<file path="src/rtl/ex_issue_stage.sv">
// rtl/ex_issue_stage.sv - execute-stage holding register and multi-cycle unit issue controller
module ex_issue_stage #(
    parameter int PAYLOAD_W = 128,
    parameter int NUM_UNITS = 2,
    parameter int ADDR_W    = 32,
    parameter int CNT_W     = 16
) (
    input  logic                 clk,
    input  logic                 resetn,
    input  logic                 in_valid,
    output logic                 in_ready,
    input  logic [PAYLOAD_W-1:0] in_payload,
    input  logic [NUM_UNITS-1:0] in_unit_sel,
    input  logic                 in_mem_en,
    input  logic [1:0]           in_mem_size,
    input  logic [ADDR_W-1:0]    in_addr,
    input  logic                 in_exc,
    input  logic [5:0]           in_ecode,
    input  logic [8:0]           in_esubcode,
    input  logic                 flush,
    output logic [NUM_UNITS-1:0] unit_req_valid,
    input  logic [NUM_UNITS-1:0] unit_req_ready,
    output logic [NUM_UNITS-1:0] unit_cancel,
    output logic                 out_valid,
    input  logic                 out_ready,
    output logic [PAYLOAD_W-1:0] out_payload,
    output logic [NUM_UNITS-1:0] out_unit_sel,
    output logic                 out_exc,
    output logic [5:0]           out_ecode,
    output logic [8:0]           out_esubcode,
    output logic [ADDR_W-1:0]    out_badv,
    output logic [CNT_W-1:0]     stall_cnt
);

    typedef enum logic [1:0] {
        EMPTY = 2'd0,
        ISSUE = 2'd1,
        DONE  = 2'd2
    } state_t;

    localparam logic [5:0] ECODE_ALE = 6'h09;

    state_t                 state_q;
    logic [PAYLOAD_W-1:0]   payload_q;
    logic [NUM_UNITS-1:0]   unit_sel_q;
    logic [NUM_UNITS-1:0]   out_unit_sel_q;
    logic                   issued_q;
    logic                   exc_q;
    logic [5:0]             ecode_q;
    logic [8:0]             esubcode_q;
    logic [ADDR_W-1:0]      badv_q;
    logic [NUM_UNITS-1:0]   cancel_q;
    logic [CNT_W-1:0]       stall_cnt_q;

    logic [ADDR_W-1:0]      align_mask;
    logic                   ale;
    logic                   exc_d;
    logic [5:0]             ecode_d;
    logic [8:0]             esubcode_d;
    logic                   load;
    logic                   grant;
    logic                   stall;
    logic [CNT_W-1:0]       stall_cnt_d;
    logic [NUM_UNITS-1:0]   cancel_d;

    // Low log2(size) address bits must be zero for an aligned access.
    always_comb begin
        align_mask = ~({ADDR_W{1'b1}} << in_mem_size);
        ale        = in_mem_en && ((in_addr & align_mask) != '0);
        exc_d      = in_exc || ale;
        ecode_d    = in_ecode;
        esubcode_d = in_esubcode;
        if (ale && !in_exc) begin
            ecode_d    = ECODE_ALE;
            esubcode_d = '0;
        end
    end

    assign in_ready       = (state_q == EMPTY) || ((state_q == DONE) && out_ready);
    assign out_valid      = (state_q == DONE) && !flush;
    assign unit_req_valid = ((state_q == ISSUE) && !flush) ? unit_sel_q : '0;

    assign load  = in_valid && in_ready && !flush;
    assign grant = (state_q == ISSUE) && !flush && ((unit_sel_q & unit_req_ready) != '0);
    assign stall = (state_q == ISSUE) && !flush && !grant;

    assign stall_cnt_d = (stall && (stall_cnt_q != '1)) ? stall_cnt_q + CNT_W'(1) : stall_cnt_q;

    // A unit that already accepted the flushed instruction must discard its result.
    assign cancel_d = (flush && (state_q == DONE) && issued_q) ? out_unit_sel_q : '0;

    always_ff @(posedge clk or negedge resetn) begin
        if (!resetn) begin
            state_q        <= EMPTY;
            payload_q      <= '0;
            unit_sel_q     <= '0;
            out_unit_sel_q <= '0;
            issued_q       <= 1'b0;
            exc_q          <= 1'b0;
            ecode_q        <= '0;
            esubcode_q     <= '0;
            badv_q         <= '0;
            cancel_q       <= '0;
            stall_cnt_q    <= '0;
        end else begin
            cancel_q    <= cancel_d;
            stall_cnt_q <= stall_cnt_d;
            if (flush) begin
                state_q <= EMPTY;
            end else if (load) begin
                payload_q      <= in_payload;
                unit_sel_q     <= in_unit_sel;
                out_unit_sel_q <= '0;
                issued_q       <= 1'b0;
                exc_q          <= exc_d;
                ecode_q        <= ecode_d;
                esubcode_q     <= esubcode_d;
                badv_q         <= in_addr;
                state_q        <= (exc_d || (in_unit_sel == '0)) ? DONE : ISSUE;
            end else begin
                case (state_q)
                    ISSUE: begin
                        if (grant) begin
                            issued_q       <= 1'b1;
                            out_unit_sel_q <= unit_sel_q;
                            state_q        <= DONE;
                        end
                    end
                    DONE: begin
                        if (out_ready) begin
                            state_q <= EMPTY;
                        end
                    end
                    default: state_q <= state_q;
                endcase
            end
        end
    end

    assign out_payload  = payload_q;
    assign out_unit_sel = out_unit_sel_q;
    assign out_exc      = exc_q;
    assign out_ecode    = ecode_q;
    assign out_esubcode = esubcode_q;
    assign out_badv     = badv_q;
    assign unit_cancel  = cancel_q;
    assign stall_cnt    = stall_cnt_q;

endmodule

</file>
<file path="config.mk">
export PLATFORM = sky130hd
export DESIGN_NAME = ex_issue_stage
export DESIGN_NICKNAME = d
export VERILOG_FILES = /design/src/rtl/ex_issue_stage.sv
export SDC_FILE = /design/constraint.sdc
export NUM_CORES = 1
export LEC_CHECK = 0
export BUFFER_PORTS_ARGS = -buffer_cell sky130_fd_sc_hd__buf_2
export CAP_MARGIN = 20
export CORE_AREA = 2 2 150 152
export CTS_CLUSTER_SIZE = 25
export DETAILED_ROUTE_END_ITERATION = 8
export DIE_AREA = 0 0 152 154
export PLACE_DENSITY = 0.75
export SLEW_MARGIN = 40
export SYNTH_ARGS = -nofsm -noshare
export SYNTH_HDL_FRONTEND = slang
export SYNTH_SLANG_ARGS = --single-unit
</file>
<file path="constraint.sdc">
create_clock -name clk -period 2.65 [get_ports clk]
set_input_delay 0.265 -clock clk [delete_from_list [all_inputs] [get_ports clk]]
set_output_delay 0.265 -clock clk [all_outputs]
set_load 0.01 [all_outputs]
</file>
After elaboration in Yosys (flattened, before gate mapping)
Cells that the tools add are included.
- RAM bits: 0
- ROM bits: 0
- output and inout bits: 200
- bits in registers: 201
- word-level logic and storage cells: 66
- input bits: 188
- bits in latches: 0
- memories: 0
- shift-type cells: 1
- reduce and logical (&&, ||, !) cells: 28
- add/subtract/negate cells: 1
- bitwise logic cells: 4
- equal/unequal tests: 5
- multiply operators: 0
- mux-type cells: 16
- divide/modulo/power cells: 0
- magnitude comparators: 0
- operator list (operator ; count):
    $and 32x32->32 ; 1
    $not 32->32 ; 1
    $reduce_bool 32->1 ; 1
    $shl 32x2->32 const A ; 1
    $mux 2 ; 10
    $add 16x1->16 const B ; 1
    $ne 16x16->1 const B ; 1
    $logic_and 1x1->1 ; 12
    $mux 9 ; 1
    $ne 4x4->1 const B ; 2
    $mux 6 ; 1
    $reduce_and 3->1 ; 2
    $reduce_bool 2->1 ; 3
    $logic_not 2->1 ; 2
    $pmux 2 s2 ; 1
    $reduce_bool 4->1 ; 1
    $logic_not 1->1 ; 3
    $logic_or 1x1->1 ; 3
    $mux 1 ; 3
    $and 2x2->2 ; 1
    $eq 2x1->1 const B ; 1
    $eq 2x2->1 const B ; 1
    $reduce_and 2->1 ; 1
    $not 1->1 ; 1

Depth between registers and ports, before layout
Gate-level depths: netlist (run 1).
- depth in word-level cells: 10
- gate-level depth with buffers: 9
- mapped depth without buffers: 6

Least setup slack after synthesis (run 1)
OpenSTA, ideal clock, no wires.
- path kind: register -> register
- from: register state_q[0]
- to: register ecode_q[1] (netlist: out_ecode[1])
- path buffers: 2
- stages on the path, launching flop included: 9
- slack: 886 ps
- arrival: 1643 ps
- period minus slack after synthesis: 1764 ps
- required time: 2529 ps
- library setup time: 121 ps
- cells stage by stage: dfrtp_1 inv_1 ha_1 a21o_1 and3_1 buf_4 o31a_4 buf_6 a22o_1
- cells in the longest elaborated chain, start to end: 6
- elaborated cells on any way between the ends: 7
- classes of those cells: 1 x eq/ne; 6 x reduce/logical
- ends and longest elaborated chain (what ; line ; source):
    start, declared ; 43 ; state_t state_q;
    start signal, assigned ; 119 ; state_q <= (exc_d || (in_unit_sel == '0)) ? DONE : ISSUE;
    start signal, assigned ; 134 ; default: state_q <= state_q;
    $eq 2x2->1 ; 79 ; assign in_ready = (state_q == EMPTY) || ((state_q == DONE) && out_ready);
    $logic_and 1x1->1 ; 79 ;
    $logic_or 1x1->1 * ; 79 ;
    via in_ready ; 11 ; output logic in_ready,
    $logic_and 1x1->1 * (2 in series) ; 83 ; assign load = in_valid && in_ready && !flush;
    $reduce_and 2->1 (no line) * ; - ;
    end signal, assigned ; 116 ; ecode_q <= ecode_d;
    end, declared ; 49 ; logic [5:0] ecode_q;
Mark *: on every way through the listed nets, which the timed path passes. The rest lies on a longest branch.
A chain may end at the register's enable or synchronous reset.

Final worst setup path (run 1)
- from: register state_q[0]
- to: register esubcode_q[3] (netlist: out_esubcode[3])
- cells in the longest elaborated chain, start to end: 6
- elaborated cells on any way between the ends: 7
- classes of those cells: 1 x eq/ne; 6 x reduce/logical
- ends and longest elaborated chain (what ; line ; source):
    $eq 2x2->1 ; 79 ;
    $logic_and 1x1->1 ; 79 ;
    $logic_or 1x1->1 * ; 79 ;
    $logic_and 1x1->1 * (2 in series) ; 83 ;
    $reduce_and 2->1 (no line) * ; - ;
    end signal, assigned ; 117 ; esubcode_q <= esubcode_d;
    end, declared ; 50 ; logic [8:0] esubcode_q;
Every way passes the cells marked *; elsewhere a longest branch is shown, timed or not.

==> implementation parameters, run 1 <==
Parameter                              Value

Cells and area
  Number of non-filler instances in the completed layout    1,697
  Area growth from synthesis to final layout    60.0%
  Fraction of layout cells with a size suffix above 1    0.321
  Total inserted antenna cells    0
  Nets@finish    1,595

Timing
  Final count of hold timing violations    0
  # setup viols final    0
  Transition time at the pin with the least slew margin    685 ps
  Total Neg Setup Slack    0 ps
  Share of the clock period used by the worst path after layout    0.788
  Achievable frequency    479 MHz
  Min cycle time layout    2090 ps
  Slew HR    0.540
  Worst-case clock skew    10.6 ps
  RSZ-0062 raised after global routing    no
  Max-slew violations    0

Global route
  Pin count of the biggest net entering global routing    79
  Number of global-route vias before repair    8,415
  Total grt overflow    0
  First-pass GRT wire length    42,300 µm
  Initial antenna violation count    0
  Global router's overall resource usage    0.219

Logic synthesis
  Most used standard cell by instance count after synthesis    sky130_fd_sc_hd__nand2_1
  Flops & latches, synth    201
  Count of flip-flops with a built-in enable after synthesis    0
  Synth unique cells    44
  Synth Area per Inst    9.43 µm²
  Post-Synthesis Cells    843
  Synthesized cell area    0.00795 mm²
  Cell taking the most area after synthesis    sky130_fd_sc_hd__dfrtp_1
  Flip-flop cell with the highest count after synthesis    sky130_fd_sc_hd__dfrtp_1
  Total of warnings raised by yosys    0
  Cell types with the largest area share after synthesis    sky130_fd_sc_hd__dfrtp_1 63%, sky130_fd_sc_hd__nand2_1 23%, sky130_fd_sc_hd__a22o_1 1.5%, sky130_fd_sc_hd__buf_4 1.3%, sky130_fd_sc_hd__xor2_1 1.3%
  Post-synthesis sequential area ratio    0.633
  Most frequent cells after synthesis    497 x sky130_fd_sc_hd__nand2_1, 201 x sky130_fd_sc_hd__dfrtp_1, 16 x sky130_fd_sc_hd__clkbuf_1, 14 x sky130_fd_sc_hd__a22o_1, 14 x sky130_fd_sc_hd__buf_4
  Share of async-settable or async-resettable flops after synthesis    1.00
  Mapped Nets    1,035
  Area share of the largest cell type after synthesis    0.633

Critical path
  Stage delay of the slowest cell on the critical path    380 ps
  Crit path buf inv count    2
  Cell with the biggest individual delay on the critical path    sky130_fd_sc_hd__dfrtp_1
  Launching element type of the critical path    flip-flop
  Cell Chain, Critical Path    inv_1 > ha_1 > a21o_1 > nand3_4 > buf_12 > a22o_1
  Critical Path AT    2470 ps
  Required time at the worst-slack endpoint    3030 ps
  Category of the worst setup path capture point    flip-flop
  Crit Path Max Fanout    61
  Cell class contributing the biggest share of worst-path delay    compound AO/OA/AOI/OAI gates
  Startpoint-to-endpoint class of the critical path    flip-flop to flip-flop

Routing
  Vias per cell    4.78
  Post-route antenna net violation count    0
  Total detailed-routing wirelength    26,300 µm
  Initial DRT Pass Iterations    5
  DRT iter0 DRCs    561
  Remaining DRCs    0
  Total via count after detailed routing    8,119
  Per-cell routed wire length    15.5 µm

Clock network
  Clock Latency Late Sink    490 ps
  Clock Tree Root    sky130_fd_sc_hd__clkbuf_16
  Number of cells upsized or downsized after cts    0
  Buffer depth of the longest clock path    3
  Clock tree from TritonCTS    yes
  Sinks on the clock net    201
  Number of setup buffers added after CTS    0
  Clock transition at the register clock pins on the worst setup and hold paths after CTS    60 ps
  CTS Buf Count    23
  H-tree levels    1

Die
  Die span in x    152 µm
  # rows    54
  Die Outline Area    0.0234 mm²
  Boundary pin count    388
  Height of the chip    154 µm
  Starting utilization of the core area    0.367
  Total core area    0.0217 mm²

Job
  Count of max-cap constraint violations    0

Run status
  Run status    completed

Placement
  Number of placed instances, taps included    1,486
  Number of input and output port buffers inserted    387
  Final weighted congestion of routability-driven global placement    0.843
  Estimated wirelength of the detail-placed design    15,900 µm

Power
  Total power divided by cell area    911 mW/mm²
  Peak supply drop    533 µV
  Leak Pwr    7.17 nW

Hold path
  Worst Hold Class    input port to flip-flop
[state kept, by name, summed over array words and instances (netlist names)]
name,cells
issued_q,1
out_payload,128
out_unit_sel,2
stall_cnt,16
unit_sel_q,2
out_exc,1
out_badv,32
unit_cancel,2
out_ecode,6
out_esubcode,9
state_q,2
[power breakdown]
| part | internal, mW | leakage [nW] | switching [mW] |
|---|---|---|---|
| Combinational | 1.57 | 4.27 | 2.11 |
| Clock | 1.92 | 0.381 | 1.22 |
| Sequential | 4.15 | 2.53 | 0.639 |
[kinds of logic (layout without fill, tap and decap cells)]
family,count (synthesis),count (layout),share of synthesized area
and+or+nand+nor,543,543,0.276
DFF,201,201,0.633
buffers and inverters,47,621,0.0329
AOI/OAI and AO/OA,30,30,0.0310
xor gates and xnor gates,14,14,0.0154
adders and majority gates,4,4,0.00629
muxes,4,4,0.00582
[per-stage QoR]
| step | util | total power, mW | worst slack [ps] | cell area, µm² | hold slack, ps |
|---|---|---|---|---|---|
| 2_1_floorplan | - | 6.43 | 886 | 7950 | -30.6 |
| 3_3_place_gp | 0.473 | 8.05 | 635 | 10200 | 339 |
| 3_5_place_dp | 0.473 | 8.17 | 603 | 10200 | 346 |
| 4_1_cts | 0.587 | 11.5 | 594 | 12700 | 3.92 |
| 5_1_grt | 0.587 | 12.3 | 454 | 12700 | 16.9 |
| 6_report | 0.587 | 11.6 | 561 | 12700 | 36.8 |
[area by class of cell]
| class | count | area, µm² |
|---|---|---|
| clock buffer | 29 | 648 |
| clock inverter | 10 | 108 |
| fill | 1673 | 8960 |
| inverter | 6 | 22.5 |
| multi-input combinational | 595 | 2670 |
| sequential | 201 | 5030 |
| tap | 280 | 350 |
| timing repair buffer | 576 | 3890 |
[worst register-to-register path, cell delays in order (launching register included)]
cell	delay, ps
sky130_fd_sc_hd__dfrtp_1	380
sky130_fd_sc_hd__inv_1	100
sky130_fd_sc_hd__ha_1	240
sky130_fd_sc_hd__a21o_1	280
sky130_fd_sc_hd__nand3_4	330
sky130_fd_sc_hd__buf_12	320
sky130_fd_sc_hd__a22o_1	340
[worst paths after layout]
| check | startpoint | to | slack (ps) | cells after the start |
|---|---|---|---|---|
| max in group asynchronous | resetn | out_payload[25] | 1580 | 3 |
| max reg2reg | state_q[0] | out_esubcode[3] | 560 | 6 |
| min reg2reg | out_payload[10] | out_payload[10] | 470 | 2 |
| max | state_q[0] | out_esubcode[3] | 560 | 6 |
| min in group asynchronous | resetn | out_payload[92] | 360 | 2 |
| min | in_addr[0] | out_badv[0] | 40 | 3 |
[routing by layer]
metal / routed length [µm] / vias up / GRT usage
met5: 0 / - / 0
met4: 1380 / 0 / 0.122
met3: 1950 / 104 / 0.0502
met2: 13100 / 427 / 0.375
met1: 9920 / 3845 / 0.256
li1: - / 3743 / -
[what timing repair did]
action / 4_1_cts / 5_1_grt
hold buffers: 172 / 0
setup endpoints to repair: 0 / 0
hold endpoints to repair: 244 / 0
[cells in the final DEF (no fill, tap or decap), drive strengths merged, types with 2 or more instances in the layout]
cell,count
clkinv,8
clkbuf,30
a21o,3
mux2i,2
nor2b,3
a21oi,4
xnor2,2
and4,3
inv,6
nor4,6
mux2,2
nor2,11
dlygate4sd3,172
xor2,12
nand4,5
ha,4
nor3,4
o21ai,2
buf,403
and2,3
a221oi,2
nand2,497
dfrtp,201
nand3,3
and3,2
bufinv,2
a22o,14
Power figures use the tool's default switching activity.
==> inputs of run 2 (changes only) <==
--- a/config.mk
+++ b/config.mk
@@ -7,11 +7,11 @@
 export LEC_CHECK = 0
 export BUFFER_PORTS_ARGS = -buffer_cell sky130_fd_sc_hd__buf_2
 export CAP_MARGIN = 20
-export CORE_AREA = 2 2 150 152
+export CORE_AREA = 2 2 151 153
 export CTS_CLUSTER_SIZE = 25
 export DETAILED_ROUTE_END_ITERATION = 8
-export DIE_AREA = 0 0 152 154
-export PLACE_DENSITY = 0.75
+export DIE_AREA = 0 0 153 155
+export PLACE_DENSITY = 0.74
 export SLEW_MARGIN = 40
 export SYNTH_ARGS = -nofsm -noshare
 export SYNTH_HDL_FRONTEND = slang
==> constraint.sdc (replaced) <==
create_clock -name clk -period 2.1 [get_ports clk]
set_input_delay 0.21 -clock clk [delete_from_list [all_inputs] [get_ports clk]]
set_output_delay 0.21 -clock clk [all_outputs]
set_load 0.01 [all_outputs]
==> run 2 against run 1 <==
- flip-flop and latch count did not move
- sequential power rose by 27%
- cell count rose by 1.3%
- register-to-register slack got worse by 380 ps
- via count rose by 1.6%
- fmax rose by 8.8%
- sequential share of layout area fell by 0.42 points
==> implementation parameters, run 2 (same netlist as run 1, synthesis figures left out) <==
Parameter                              Value

Global route
  Met2 Usage GRT    0.393 (+0.0180)
  Total grt overflow    0 (unchanged)
  Number of global-route vias before repair    8,643 (+2.7%)
  Grt met1 use    0.264 (+0.00872)
  Initial antenna violation count    0 (unchanged)
  GR Util met3    0.0552 (+0.00498)
  Pin count of the biggest net entering global routing    92 (+16%)
  GRT Max-Usage Layer    met2
  Global router's overall resource usage    0.226 (+0.00726)
  First-pass GRT wire length    44,000 µm (+4.1%)

Power
  Peak supply drop    707 µV (+33%)
  Internal portion of total power    9.47 mW (+24%)
  Share of power burned in combinational logic    0.326 (+0.009)
  Seq pwr share    0.417 (+0.004)
  Leak Pwr    7.23 nW (+0.83%)
  Net switching power    5.06 mW (+28%)
  Final total power    14.5 mW (+25%)
  Relative contribution of the clock network to total power    0.257 (-0.013)
  Total power divided by cell area    1130 mW/mm² (+24%)
  Net switching fraction of the power    0.348 (+0.00669)

Timing
  # setup viols final    0 (unchanged)
  Total Neg Setup Slack    0 ps (unchanged)
  Slew HR    0.595 (+0.0554)
  Final count of hold timing violations    0 (unchanged)
  Transition time at the pin with the least slew margin    607 ps (-77.9 ps)
  Achievable frequency    521 MHz (+8.8%)
  Min cycle time layout    1920 ps (-169 ps)
  Worst-case clock skew    8.83 ps (-1.73 ps)
  Share of the clock period used by the worst path after layout    0.914 (+0.126)
  RSZ-0062 raised after global routing    no
  Max-slew violations    0 (unchanged)

Clock network
  Clock transition at the register clock pins on the worst setup and hold paths after CTS    60 ps (about the same)
  Clock Tree Root    sky130_fd_sc_hd__clkbuf_16
  Clock tree from TritonCTS    yes
  Buffer depth of the longest clock path    3 (unchanged)
  Clock Latency Late Sink    500 ps (about the same)
  H-tree levels    1 (unchanged)
  CTS Buf Count    23 (unchanged)
  Sinks on the clock net    201 (unchanged)
  Number of setup buffers added after CTS    0 (unchanged)

Critical path
  Critical Path AT    2350 ps (-120 ps)
  Required time at the worst-slack endpoint    2530 ps (-500 ps)
  Launching element type of the critical path    flip-flop
  Category of the worst setup path capture point    flip-flop
  Startpoint-to-endpoint class of the critical path    flip-flop to flip-flop
  Crit Path Max Fanout    33 (-46%)

Routing
  Total detailed-routing wirelength    27,700 µm (+5.2%)
  DRT iter0 DRCs    488 (-13%)
  Remaining DRCs    0 (unchanged)
  Initial DRT Pass Iterations    5 (unchanged)
  Vias per cell    4.80 (+0.29%)
  Per-cell routed wire length    16.1 µm (+3.8%)
  Total via count after detailed routing    8,248 (+1.6%)
  Post-route antenna net violation count    0 (unchanged)

Die
  Height of the chip    155 µm (+0.65%)
  Boundary pin count    388 (unchanged)
  Total core area    0.0222 mm² (+2.5%)
  Die Outline Area    0.0237 mm² (+1.3%)
  # rows    55 (+1.9%)
  Starting utilization of the core area    0.358 (-0.00889)
  Die span in x    153 µm (+0.66%)

Placement
  Estimated wirelength of the detail-placed design    16,900 µm (+5.9%)
  Final weighted congestion of routability-driven global placement    0.840 (-0.34%)
  Number of input and output port buffers inserted    387 (unchanged)

Cells and area
  Most common library cell in the layout ignoring fill and taps    sky130_fd_sc_hd__nand2_1
  Leading cell types in the layout, fill and taps excluded    497 x sky130_fd_sc_hd__nand2_1, 386 x sky130_fd_sc_hd__buf_2, 201 x sky130_fd_sc_hd__dfrtp_1
  Nets@finish    1,614 (+1.2%)
  Total inserted antenna cells    0 (unchanged)
  Fraction of layout cells with a size suffix above 1    0.324 (+0.00247)
  Number of flip-flops in the largest register    128 (unchanged)
  Area growth from synthesis to final layout    61.8%

Job
  Count of max-cap constraint violations    0 (unchanged)

Hold path
  Worst Hold Class    input port to flip-flop

Run status
  Run status    completed
## run 2: cell count changes in the layout (fill, tap and decap cells not counted)
cell	change
sky130_fd_sc_hd__clkbuf_8	-3
sky130_fd_sc_hd__bufinv_16	-1
sky130_fd_sc_hd__clkinvlp_4	+1
sky130_fd_sc_hd__buf_12	+3
sky130_fd_sc_hd__clkbuf_1	+3
sky130_fd_sc_hd__dlygate4sd3_1	+6
sky130_fd_sc_hd__a21o_2	+1
sky130_fd_sc_hd__a21o_1	-1
sky130_fd_sc_hd__buf_4	+10
sky130_fd_sc_hd__clkinv_4	-2
sky130_fd_sc_hd__inv_6	+1
sky130_fd_sc_hd__clkinv_2	-1
## run 2: final timing paths
path	start	cells past startpoint	slack, ps	end
max in group asynchronous	resetn	3	1160	out_payload[61]
min in group asynchronous	resetn	2	270	out_payload[69]
min	flush	2	70	unit_cancel[1]
min reg2reg	out_payload[24]	2	470	out_payload[24]
max	state_q[0]	8	180	out_badv[9]
max reg2reg	state_q[0]	8	180	out_badv[9]
## run 2: power groups by stage
stage          Combinational (mW)  Clock (mW)  Sequential [mW]
2_1_floorplan                1.46           0             6.65
3_3_place_gp                 4.25           0             6.00
3_5_place_dp                 4.37           0             6.01
4_1_cts                      4.62        3.81             5.99
5_1_grt                      5.20        4.02             6.19
6_report                     4.74        3.73             6.06
## run 2: final cells by class
type	count	area [µm²]
repair buffers	595	4090
inverters	6	22.5
flip-flops and latches	201	5030
well taps	285	357
multi-input cells	595	2670
clock buffers	29	618
fillers	1721	9370
clock inverters	8	71.3
## run 2: through the flow
stage | worst slack, ps | instance area (µm²) | hold WS, ps | util | cells
after CTS | 156 | 12900 | 45.4 | 0.579 | 1719
after floorplan | 336 | 7950 | -85.6 | - | 843
after global routing | 44.7 | 12900 | 60.0 | 0.579 | 1719
after global placement | 254 | 10400 | 224 | 0.467 | 1504
after detailed placement | 181 | 10400 | 230 | 0.467 | 1504
final | 180 | 12900 | 67.6 | 0.579 | 1719
## run 2: repair_timing
action,4_1_cts,5_1_grt
endpoints found under the setup margin,0,4
resized for setup,0,1
hold buffers,178,0
hold endpoints to repair,228,0
## run 2: worst max-delay path: stages (launching register included)
cell	delay, ps
sky130_fd_sc_hd__dfrtp_1	380
sky130_fd_sc_hd__inv_1	100
sky130_fd_sc_hd__ha_1	250
sky130_fd_sc_hd__a21o_2	230
sky130_fd_sc_hd__and3_4	310
sky130_fd_sc_hd__buf_12	230
sky130_fd_sc_hd__buf_12	180
sky130_fd_sc_hd__nand2_1	70
sky130_fd_sc_hd__nand2_1	80
## run 2: layer usage
layer / vias up / wire (µm)
met4: 0 / 1230
met5: - / 0
met1: 3938 / 10300
li1: 3777 / -
met2: 434 / 13900
met3: 99 / 2230
==> inputs of run 3 (changes only) <==
--- a/config.mk
+++ b/config.mk
@@ -7,11 +7,12 @@
 export LEC_CHECK = 0
 export BUFFER_PORTS_ARGS = -buffer_cell sky130_fd_sc_hd__buf_2
 export CAP_MARGIN = 20
-export CORE_AREA = 2 2 151 153
+export CORE_AREA = 2 2 149 151
 export CTS_CLUSTER_SIZE = 25
 export DETAILED_ROUTE_END_ITERATION = 8
-export DIE_AREA = 0 0 153 155
-export PLACE_DENSITY = 0.74
+export DIE_AREA = 0 0 151 153
+export GPL_TIMING_DRIVEN = 1
+export PLACE_DENSITY = 0.78
 export SLEW_MARGIN = 40
 export SYNTH_ARGS = -nofsm -noshare
 export SYNTH_HDL_FRONTEND = slang
==> constraint.sdc (replaced) <==
create_clock -name clk -period 1.6 [get_ports clk]
set_input_delay 0.16 -clock clk [delete_from_list [all_inputs] [get_ports clk]]
set_output_delay 0.16 -clock clk [all_outputs]
set_load 0.01 [all_outputs]
==> run 3 against run 2 <==
- the flow now finishes with violations (negative setup slack)
- routed wire length up 44%
- flip-flop and latch count unchanged
- critical path depth unchanged
- clock power up 32%
- cell count up 5.8%
- utilization up 16 points
- worst setup slack worse by 460 ps
- fmax up 2.3%
- total power up 56%
- die area down 2.6%
- clock skew down 4.1 ps
- register-to-register slack worse by 460 ps
- critical path type unchanged
==> implementation parameters, run 3 (same netlist as run 1, synthesis figures left out) <==
Parameter                              Value

Placement
  Final weighted congestion of routability-driven global placement    0.851 (+1.3%)
  Number of input and output port buffers inserted    387 (unchanged)
  Worst-case setup slack after placement    -170 ps (-352 ps)
  Estimated wirelength of the detail-placed design    17,200 µm (+2.1%)

Timing
  Share of the clock period used by the worst path after layout    1.17 (+0.259)
  Transition time at the pin with the least slew margin    594 ps (-12.9 ps)
  Slew HR    0.604 (+0.00862)
  Post-route worst hold slack    55.0 ps (-12.6 ps)
  Worst-case setup margin in the final layout    -277 ps (-456 ps)
  Min cycle time layout    1880 ps (-43.5 ps)
  Total Neg Setup Slack    -27,440 ps (-27,440 ps)
  Max-slew violations    0 (unchanged)
  Final count of hold timing violations    0 (unchanged)
  RSZ-0062 raised after global routing    yes
  Worst-case clock skew    4.74 ps (-4.09 ps)
  Achievable frequency    533 MHz (+2.3%)
  # setup viols final    193 (+193)

Critical path
  Slack of the worst reg-to-reg path    -280 ps (-460 ps)
  Startpoint-to-endpoint class of the critical path    flip-flop to flip-flop
  Required time at the worst-slack endpoint    1990 ps (-540 ps)
  Most prevalent standard cell on the critical path    sky130_fd_sc_hd__buf_12
  Reg2Reg Launch Point    state_q[0]
  Critical Path AT    2270 ps (-80 ps)
  Cell with the biggest individual delay on the critical path    sky130_fd_sc_hd__dfrtp_1
  Crit Path Max Fanout    8 (-76%)
  Cell Chain, Critical Path    inv_2 > ha_4 > a21o_4 > and3_4 > buf_12 > buf_12 > nor2_2 > a21oi_1
  Worst setup endpoint    out_ecode[3]
  Capture point of the worst reg-to-reg path    out_ecode[3]
  Length in cells of the worst reg-to-reg path    8 (unchanged)
  Launching element type of the critical path    flip-flop
  Category of the worst setup path capture point    flip-flop
  Stage delay of the slowest cell on the critical path    420 ps (+40 ps)
  Worst setup path start    state_q[0]

Die
  Total core area    0.0215 mm² (-3.3%)
  Die span in x    151 µm (-1.3%)
  Starting utilization of the core area    0.370 (+0.0124)
  Die Outline Area    0.0231 mm² (-2.6%)
  Height of the chip    153 µm (-1.3%)
  Boundary pin count    388 (unchanged)
  # rows    54 (-1.8%)

Global route
  Initial antenna violation count    4 (+4)
  Total grt overflow    0 (unchanged)
  Global router's overall resource usage    0.298 (+0.0719)
  First-pass GRT wire length    53,800 µm (+22%)
  Pin count of the biggest net entering global routing    46 (-50%)
  Number of global-route vias before repair    9,979 (+15%)

Job
  Count of max-cap constraint violations    0 (unchanged)

Routing
  Initial DRT Pass Iterations    4 (-1)
  Total detailed-routing wirelength    39,800 µm (+44%)
  Per-cell routed wire length    21.9 µm (+36%)
  Remaining DRCs    0 (unchanged)
  Top Metal Used    met4
  Wire length on met1    13,900 µm (+35%)
  DRT iter0 DRCs    490 (+0.41%)
  Vias per cell    5.22 (+8.8%)
  Total via count after detailed routing    9,499 (+15%)
  Post-route antenna net violation count    0 (unchanged)
  Routed length on met2    20,100 µm (+45%)
  Met3 routed wirelength    3560 µm (+59%)

Cells and area
  Final core utilization    0.741 (+0.162)
  Area growth from synthesis to final layout    100%
  Nets@finish    1,713 (+6.1%)
  Most common library cell in the layout ignoring fill and taps    sky130_fd_sc_hd__buf_2
  Leading cell types in the layout, fill and taps excluded    382 x sky130_fd_sc_hd__buf_2, 217 x sky130_fd_sc_hd__nand2_2, 200 x sky130_fd_sc_hd__nand2_1, 200 x sky130_fd_sc_hd__dfrtp_1, 178 x sky130_fd_sc_hd__dlygate4sd3_1
  Fraction of layout cells with a size suffix above 1    0.579 (+0.255)
  Number of flip-flops in the largest register    128 (unchanged)

Power
  Leak Pwr    8.54 nW (+18%)
  Peak supply drop    813 µV (+15%)
  Total power divided by cell area    1420 mW/mm² (+26%)
  Final total power    22.6 mW (+56%)

Clock network
  Clock transition at the register clock pins on the worst setup and hold paths after CTS    70 ps (about the same)
  H-tree levels    1 (unchanged)
  Buffer depth of the longest clock path    3 (unchanged)
  CTS Buf Count    21 (-8.7%)
  Sinks on the clock net    201 (unchanged)
  Clock Tree Root    sky130_fd_sc_hd__clkbuf_16
  Clock tree from TritonCTS    yes
  Clock Latency Late Sink    490 ps (about the same)

Run status
  Failing checks    negative setup slack
  Run status    complete, but fails checks

Hold path
  Worst Hold Class    input port to flip-flop
  Cell depth of the worst hold path    2 (unchanged)
==> run 3: cell count changes in the layout (fill, tap and decap cells not counted), sizes merged, moves of 2 or more <==
| cell | before | now |
|---|---|---|
| clkinv | 5 | 7 |
| buf | 416 | 507 |
| clkbuf | 30 | 36 |
| diode | 0 | 4 |
==> run 3: timing repair <==
item,4_1_cts,5_1_grt
resized for setup,224,279
pin swaps,198,116
endpoints found under the hold margin,306,0
cloned,27,8
hold buffers,178,0
setup endpoints to repair,171,203
setup buffers,33,9
==> run 3: worst max-delay path, delay by kind of cell, from the launching register on <==
| family | cells | cell delay, ps |
|---|---|---|
| AO/OA/AOI/OAI | 2 | 350 |
| adder cells (fa/ha/maj) | 1 | 150 |
| buffers and inverters | 3 | 450 |
| flip-flops | 1 | 420 |
| AND/OR/NAND/NOR | 2 | 390 |
==> run 3: area by class of cell <==
class | count | area [µm²]
repair buffers | 694 | 5740
fillers | 1223 | 5570
flip-flops and latches | 201 | 5030
multi-input cells | 597 | 4090
clock buffers | 27 | 568
well taps | 280 | 350
clock inverters | 10 | 103
inverters | 6 | 22.5
diodes | 4 | 10.0
==> run 3: worst min path at each step <==
stage	from	end	slack, ps
finish	flush	unit_cancel[0]	60
floorplan	resetn	issued_q	-140
global placement	resetn	out_payload[87]	150
CTS	flush	unit_cancel[0]	20
global route	flush	unit_cancel[0]	30
detailed placement	resetn	out_payload[83]	150
==> run 3: report_power, final <==
group	switching [mW]	total [mW]	internal, mW
clock network	2.10	4.94	2.83
registers	1.64	8.52	6.88
logic	4.86	9.16	4.30
==> run 3: routing by layer <==
| metal | global-route usage | up-vias |
|---|---|---|
| li1 | - | 4001 |
| met1 | 0.347 | 4653 |
| met2 | 0.507 | 659 |
| met3 | 0.0752 | 186 |
| met4 | 0.152 | 0 |
| met5 | 0 | - |
==> run 3: metrics by stage <==
step | cell area [µm²] | instances
floorplan | 8040 | 843
global placement | 10800 | 1538
detailed placement | 10800 | 1538
CTS | 15000 | 1811
global route | 15900 | 1819
finish | 15900 | 1819
